### config.mk
export PLATFORM = sky130hd
export DESIGN_NAME = cmd_uart_tx
export DESIGN_NICKNAME = d
export VERILOG_FILES = /design/src/rtl/cmd_uart_tx.sv
export SDC_FILE = /design/constraint.sdc
export NUM_CORES = 1
export LEC_CHECK = 0
export CAP_MARGIN = 20
export CORE_MARGIN = 5
export CORE_UTILIZATION = 45
export DETAILED_ROUTE_END_ITERATION = 16
export PLACE_DENSITY = 0.69
export SLEW_MARGIN = 20
export SYNTH_ARGS = -nofsm -noshare
export SYNTH_HDL_FRONTEND = slang
export SYNTH_SLANG_ARGS = --single-unit
### constraint.sdc
create_clock -name clk -period 3.02 [get_ports clk]
set_input_delay 0.302 -clock clk [delete_from_list [all_inputs] [get_ports clk]]
set_output_delay 0.302 -clock clk [all_outputs]
set_load 0.02 [all_outputs]
### src/rtl/cmd_uart_tx.sv
`default_nettype none
// ============================================================================
// cmd_uart_tx : UART transmitter fed by a small FIFO, configurable framing
// Revision    : 1.0
// ============================================================================
module cmd_uart_tx #(
   parameter int DATA_W    = 8,
   parameter int DEPTH     = 4,
   parameter int BAUD_DIV  = 2604,
   parameter int PARITY    = 0,
   parameter int STOP_BITS = 1
) (
   input  logic              clk,
   input  logic              rst_n,
   input  logic              trmt,
   input  logic [DATA_W-1:0] tx_data,
   output logic              TX,
   output logic              tx_done,
   output logic              busy,
   output logic              full,
   output logic              empty,
   output logic              ovfl
);

   localparam int   c_ptr_w  = (DEPTH > 1) ? $clog2(DEPTH) : 1;
   localparam int   c_cnt_w  = $clog2(DEPTH) + 1;
   localparam int   c_baud_w = $clog2(BAUD_DIV);
   localparam logic c_odd    = (PARITY == 2);

   typedef enum logic [2:0] {
      S_IDLE  = 3'd0,
      S_START = 3'd1,
      S_DATA  = 3'd2,
      S_PAR   = 3'd3,
      S_STOP  = 3'd4
   } state_t;

   logic [DATA_W-1:0]   r_mem [DEPTH];
   logic [c_ptr_w-1:0]  r_wr_ptr;
   logic [c_ptr_w-1:0]  r_rd_ptr;
   logic [c_cnt_w-1:0]  r_count;
   logic                r_ovfl;

   state_t              r_state;
   state_t              w_state_nxt;
   logic [c_baud_w-1:0] r_baud;
   logic [3:0]          r_bit_cnt;
   logic [3:0]          w_bit_cnt_nxt;
   logic [DATA_W-1:0]   r_shift;
   logic                r_par;
   logic                r_tx;
   logic                r_done_pre;
   logic                r_tx_done;

   logic                w_push;
   logic                w_pop;
   logic                w_bit_end;
   logic                w_shift_en;
   logic                w_frame_end;
   logic                w_tx_nxt;

   assign full    = (r_count == c_cnt_w'(DEPTH));
   assign empty   = (r_count == '0);
   assign ovfl    = r_ovfl;
   assign busy    = (r_state != S_IDLE);
   assign TX      = r_tx;
   assign tx_done = r_tx_done;

   // A push while full is dropped even if a pop frees a slot on the same edge.
   assign w_push    = trmt && !full;
   assign w_bit_end = (r_baud == c_baud_w'(BAUD_DIV - 1));

   always_ff @(posedge clk or negedge rst_n) begin
      if (!rst_n) begin
         r_wr_ptr <= '0;
         r_rd_ptr <= '0;
         r_count  <= '0;
         r_ovfl   <= 1'b0;
      end else begin
         if (w_push) r_wr_ptr <= r_wr_ptr + c_ptr_w'(1);
         if (w_pop)  r_rd_ptr <= r_rd_ptr + c_ptr_w'(1);
         case ({w_push, w_pop})
            2'b10:   r_count <= r_count + c_cnt_w'(1);
            2'b01:   r_count <= r_count - c_cnt_w'(1);
            default: r_count <= r_count;
         endcase
         if (trmt && full) r_ovfl <= 1'b1;
      end
   end

   always_ff @(posedge clk) begin
      if (w_push) r_mem[r_wr_ptr] <= tx_data;
   end

   always_comb begin
      w_state_nxt   = r_state;
      w_bit_cnt_nxt = r_bit_cnt;
      w_pop         = 1'b0;
      w_shift_en    = 1'b0;
      w_frame_end   = 1'b0;
      case (r_state)
         S_IDLE: begin
            if (!empty) begin
               w_state_nxt = S_START;
               w_pop       = 1'b1;
            end
         end
         S_START: begin
            if (w_bit_end) begin
               w_state_nxt   = S_DATA;
               w_bit_cnt_nxt = '0;
            end
         end
         S_DATA: begin
            if (w_bit_end) begin
               w_shift_en = 1'b1;
               if (r_bit_cnt == 4'(DATA_W - 1)) begin
                  w_bit_cnt_nxt = '0;
                  w_state_nxt   = (PARITY != 0) ? S_PAR : S_STOP;
               end else begin
                  w_bit_cnt_nxt = r_bit_cnt + 4'd1;
               end
            end
         end
         S_PAR: begin
            if (w_bit_end) begin
               w_state_nxt   = S_STOP;
               w_bit_cnt_nxt = '0;
            end
         end
         S_STOP: begin
            if (w_bit_end) begin
               if (r_bit_cnt == 4'(STOP_BITS - 1)) begin
                  w_frame_end   = 1'b1;
                  w_bit_cnt_nxt = '0;
                  // Chain straight into the next start bit when data is waiting.
                  if (!empty) begin
                     w_state_nxt = S_START;
                     w_pop       = 1'b1;
                  end else begin
                     w_state_nxt = S_IDLE;
                  end
               end else begin
                  w_bit_cnt_nxt = r_bit_cnt + 4'd1;
               end
            end
         end
         default: w_state_nxt = S_IDLE;
      endcase
   end

   always_comb begin
      w_tx_nxt = 1'b1;
      case (r_state)
         S_START: w_tx_nxt = 1'b0;
         S_DATA:  w_tx_nxt = r_shift[0];
         S_PAR:   w_tx_nxt = r_par;
         default: w_tx_nxt = 1'b1;
      endcase
   end

   // TX and tx_done both trail the state register by one clock.
   always_ff @(posedge clk or negedge rst_n) begin
      if (!rst_n) begin
         r_state    <= S_IDLE;
         r_bit_cnt  <= '0;
         r_baud     <= '0;
         r_shift    <= '0;
         r_par      <= 1'b0;
         r_tx       <= 1'b1;
         r_done_pre <= 1'b0;
         r_tx_done  <= 1'b0;
      end else begin
         r_state   <= w_state_nxt;
         r_bit_cnt <= w_bit_cnt_nxt;
         if (r_state == S_IDLE || w_bit_end) r_baud <= '0;
         else                                r_baud <= r_baud + c_baud_w'(1);
         if (w_pop) begin
            r_shift <= r_mem[r_rd_ptr];
            r_par   <= (^r_mem[r_rd_ptr]) ^ c_odd;
         end else if (w_shift_en) begin
            r_shift <= r_shift >> 1;
         end
         r_tx       <= w_tx_nxt;
         r_done_pre <= w_frame_end;
         r_tx_done  <= r_done_pre;
      end
   end

endmodule
`default_nettype wire

Word level (Yosys, flattened, before mapping)
Memories as Yosys holds them, arrays and structs flattened.
Index checks and enable logic that the tools add are counted.
{ "word_totals": {"output_inout_bits": 6, "register_bits": 39, "memories": 1, "word_cells": 82, "ram_bits": 32, "input_bits": 11} }
{ "memory_table": {"columns": ["name", "words", "width", "read_ports", "rd_ports_with_merged_regs", "write_ports", "line", "rtl"], "rows": [
  ["r_mem", 4, 8, 1, 0, 1, "38", "logic [DATA_W-1:0] r_mem [DEPTH];"]
]} }
{ "classes": {"n_eq_ne": 17, "n_mux": 31, "reduce_logical": 15, "addsub": 6} }
{ "ops": {"columns": ["cell", "count"], "rows": [
  ["$mux W3", 7],
  ["$mux W4", 5],
  ["$mux W8", 2],
  ["$pmux W3 S5", 1],
  ["$ne A2 B2 Y1 const B", 7],
  ["$add A12 B1 Y12 const B", 1],
  ["$eq A12 B12 Y1 const B", 1],
  ["$mux W12", 1],
  ["$pmux W4 S3", 1],
  ["$mux W1", 11],
  ["$reduce_xor A8 Y1", 1],
  ["$reduce_and A7 Y1", 1],
  ["$eq A3 B2 Y1 const B", 2],
  ["$eq A3 B3 Y1 const B", 2],
  ["$logic_not A3 Y1", 2],
  ["$pmux W3 S2", 1],
  ["$reduce_bool A3 Y1", 2],
  ["$add A2 B1 Y2 const B", 2],
  ["$add A4 B1 Y4 const B", 1],
  ["$eq A4 B3 Y1 const B", 1],
  ["$logic_not A4 Y1", 1],
  ["$reduce_and A4 Y1", 1],
  ["$reduce_bool A2 Y1", 2],
  ["$add A3 B1 Y3 const B", 1],
  ["other kinds (11)", 12]
]} }

Longest topological paths before layout
{ "depth": {"depth_word": 7, "depth_mapped": 13, "mapped_depth_nobuf": 12} }

Worst setup path before layout
No wires, ideal clock.
{ "synth_path": {"path_type": "reg2reg", "from": "register r_bit_cnt[0]", "to": "register r_count[2]", "required_ns": 2.941, "setup_slack_ns": 0.333, "n_path_buf": 1, "synth_period_minus_slack_ns": 2.687, "path_stages_with_launch": 14, "setup_ns": 0.079, "arrival_ns": 2.608, "path_cell_list": "dfrtp_1 -> inv_1 -> ha_1 -> or3b_1 -> nand4b_1 -> a21o_1 -> inv_2 -> buf_6 -> ha_1 -> inv_1 -> fa_1 -> xor2_1 -> nor2_1 -> xor2_1"} }
{ "synth_via": {"elab_chain_cells": 6, "elab_cells_between_ends": 8, "cone_classes": "eq/ne: 2; mux: 4; reduce/logical: 2"} }
{ "synth_rtl": {"columns": ["item", "line", "rtl"], "rows": [
  ["start: declaration", "47", "logic [3:0] r_bit_cnt;"],
  ["start signal: assignment", "175", "r_bit_cnt <= w_bit_cnt_nxt;"],
  ["$logic_not A4 Y1 *", "133", "if (r_bit_cnt == 4'(STOP_BITS - 1)) begin"],
  ["$mux W1 *", "133", null],
  ["$mux W1 *", "132", "if (w_bit_end) begin"],
  ["$pmux W1 S2 *", "101", "case (r_state)"],
  ["$eq A2 B1 Y1 or $eq A2 B2 Y1 (tied branches)", "82", "case ({w_push, w_pop})"],
  ["$pmux W3 S2 or $reduce_bool A2 Y1 (tied branches)", null, null],
  ["end signal: assignment", "83", "2'b10: r_count <= r_count + c_cnt_w'(1);"],
  ["end signal: assignment", "84", "2'b01: r_count <= r_count - c_cnt_w'(1);"],
  ["end signal: assignment", "85", "default: r_count <= r_count;"],
  ["end: declaration", "41", "logic [c_cnt_w-1:0] r_count;"]
]} }
Every way passes the cells marked *; elsewhere a longest branch is shown, timed or not.
A chain may end at the register's enable or synchronous reset.

Worst setup path after layout
Same ends and word-level chain as after synthesis.

==> parameters.txt <==
Parameter                              Value

Setup path
  Kind of critical path ... flip-flop to flip-flop
  Crit path arrival time ... 3010 ps
  Maximum single-stage delay on the critical path ... 430 ps
  CP Capture Type ... flip-flop
  Crit start category ... flip-flop
  Crit path cell chain ... inv_1, ha_1, or3b_1, nand4b_1, a21o_1, inv_2, ha_1, inv_1, fa_1, xor2_1, nor2_1, xor2_1
  Buffers & Inverters on Critical Path ... 3
  Biggest fanout along the worst timing path ... 8
  Worst reg-to-reg setup slack ... 280 ps
  Worst Path Required ... 3290 ps
  Top delay family on crit path ... simple AND/OR/NAND/NOR gates
  Worst path slowest cell ... sky130_fd_sc_hd__dfrtp_1

Yosys
  FF+latch count, synth ... 71
  Count of flip-flops with a built-in enable after synthesis ... 32
  Total of warnings raised by yosys ... 0
  Top FF cell, synth ... sky130_fd_sc_hd__dfrtp_1
  Part of the Yosys area used for sequential elements ... 0.604
  Cell area after synthesis ... 3210 um2
  Mean post-synth cell area ... 12.9 um2
  Share of async-settable or async-resettable flops after synthesis ... 0.549
  Number of distinct library cells after synthesis ... 44
  Synth Net Count ... 269
  Synthesized instance count ... 249

Layout
  Utilization after layout ... 0.528
  Area growth from synthesis to final layout ... 13.0%
  Antenna diode instance count ... 0
  Final #Nets ... 288
  Layout cells sized above 1 ... 0.114

Timing
  Accumulated negative setup slack ... 0 ps
  Final Hold Viols ... 0
  Clock period minus final worst setup slack ... 2740 ps
  Fin crit share ... 0.907
  Unrepaired setup endpoints after global routing ... no
  Hold_ws ... 52.1 ps
  Worst slew pin tran ... 858 ps
  Skew final ... 14.6 ps
  Number of max-slew violations in the final report ... 0
  Max Freq ... 365 MHz
  Setup-violating endpoint count in the final report ... 0
  Worst slew margin relative to its limit ... 0.428

Clocking
  Number of buffers inserted by hold repair at cts ... 0
  Root Driver ... sky130_fd_sc_hd__clkbuf_8
  H-Tree Level Count ... 3
  Clock edge transition at the registers on the reported setup and hold paths ... 80 ps
  CTS tree ... built
  Latest clock arrival within the worst-skew pair ... 360 ps
  Number of sinks on the clock net ... 71
  Post-CTS repair timing setup buffer count ... 0
  CTS buffer count ... 9
  Maximum buffer depth of the clock tree ... 2
  Cts repair resizes ... 0

GRT
  Number of global-route vias before repair ... 2067
  Wire length of the first global-routing pass ... 9.72 mm
  Maximum number of pins on one net before global-route repair ... 40
  Overflow after GRT ... 0
  Number of antenna violations at the first check in global routing ... 0
  Combined global-route utilization of all metal layers ... 0.143

Flow run
  Max Cap Violations ... 0

Routing
  Routed wire per std cell ... 14.5 um
  Antenna Violating Nets Remaining ... 0
  Number of design-rule violations left by the first detailed-router iteration ... 102
  Vias after detailed routing ... 1887
  Vias per Instance ... 5.11
  First-pass detailed-route iteration total ... 4
  Total DRC errors in the routed layout ... 0
  Wire length after detailed routing ... 5.35 mm

Floorplanning
  Core footprint ... 6870 um2
  Vertical die dimension ... 94.5 um
  Number of top-level design ports ... 17
  Die width ... 94.5 um
  Area of the die ... 8920 um2
  Initial standard-cell utilization of the core ... 0.467
  Number of rows in the core area ... 30

Worst hold path
  Worst Hold Class ... input pin to async pin

Pwr
  Leak pwr ... 1.48 nW
  Maximum ir drop on the vdd rail ... 389 uV
  Ratio of total power to cell area ... 836 nW/um2
  Overall Power ... 0.00303 W

Placement
  HPWL after detailed placement ... 3.71 mm
  Count of input and output buffers ... 16
  Placer Congestion ... 0.774

Run status
  Run status ... finished, final reports clean
synth_stat cells (all sizes together), types with 2 or more instances:
cell type / count / area [um2]
xnor2: 16 / 140
buf: 2 / 22.5
nor3b: 2 / 15.0
and2: 5 / 31.3
dfrtp: 38 / 951
xor2: 7 / 61.3
nand2: 22 / 82.6
nor3: 2 / 10.0
mux2i: 6 / 60.1
edfxtp: 32 / 961
clkbuf: 7 / 27.5
nand3: 11 / 55.1
a21o: 2 / 15.0
a21oi: 3 / 15.0
o21ai: 18 / 90.1
ha: 8 / 100
nor2b: 2 / 12.5
nand3b: 2 / 27.5
inv: 12 / 45.0
nand2b: 4 / 25.0
and3: 9 / 56.3
nor2: 14 / 52.6
mux4: 8 / 180
layout by cell type (no fill, tap or decap), drive strengths merged, types with 8 or more instances in the layout:
| cell type | count |
|---|---|
| dfrtp | 38 |
| edfxtp | 32 |
| nand2 | 22 |
| o21ai | 18 |
| inv | 17 |
| xnor2 | 16 |
| clkdlybuf4s50 | 15 |
| nor2 | 14 |
| nand3 | 11 |
| and3 | 9 |
| clkbuf | 9 |
| mux4 | 8 |
| ha | 8 |
power breakdown:
group / total, W / switching, W / leakage, nW / internal (W)
clock: 0.000713 / 0.000400 / 0.0916 / 0.000314
sequential: 0.00144 / 0.000188 / 0.786 / 0.00126
combinational: 0.000875 / 0.000423 / 0.607 / 0.000451
metal layers:
metal	share of wire	global-route usage	wire, um	vias up
li1	-	-	-	919
met1	0.46	0.177	2490	941
met2	0.48	0.228	2590	20
met3	0.034	0.0590	183	7
met4	0.017	0.0505	93	0
met5	0	0	0	-
flip-flops by register name, summed over array words and instances, names as in the netlist, 2 cells and up:
name,flops
r_shift,8
r_bit_cnt,4
r_count,3
r_mem,32
r_state,3
r_baud,12
r_wr_ptr,2
r_rd_ptr,2
through the flow:
step	cell area, um2	std cells	worst slack, ps
floorplan	3210	249	333
finish	3630	369	282
detailed placement	3440	353	300
global route	3630	369	85.5
CTS	3630	369	277
global placement	3440	353	378
cell families (layout without fill, tap and decap cells):
kind of cell	Yosys count	after routing	share of synthesized area
simple gates	86	86	0.150
flops	71	71	0.604
compound gates	25	25	0.0421
xor+xnor	23	23	0.0627
buf+inv	21	45	0.0296
mux	14	14	0.0748
fa+ha+maj	9	9	0.0374
cell type report:
cell class,count,area (um2)
clock buffers,9,124
clock inverters,7,60.1
fillers,583,3240
inverters,12,45.0
multi-input cells,157,1180
flip-flops and latches,71,1940
well taps,96,120
repair buffers,17,163
worst paths after layout:
kind | startpoint | endpoint | cells past startpoint
setup / recovery | r_bit_cnt[0] | r_count[2] | 12
hold / removal | rst_n | r_baud[2] | 1
setup reg to reg | r_bit_cnt[0] | r_count[2] | 12
hold reg to reg | r_done_pre | tx_done | 0
max in group asynchronous | rst_n | r_baud[8] | 1
min in group clk | r_done_pre | tx_done | 0
Note: power is estimated with default switching activity, not from simulation.
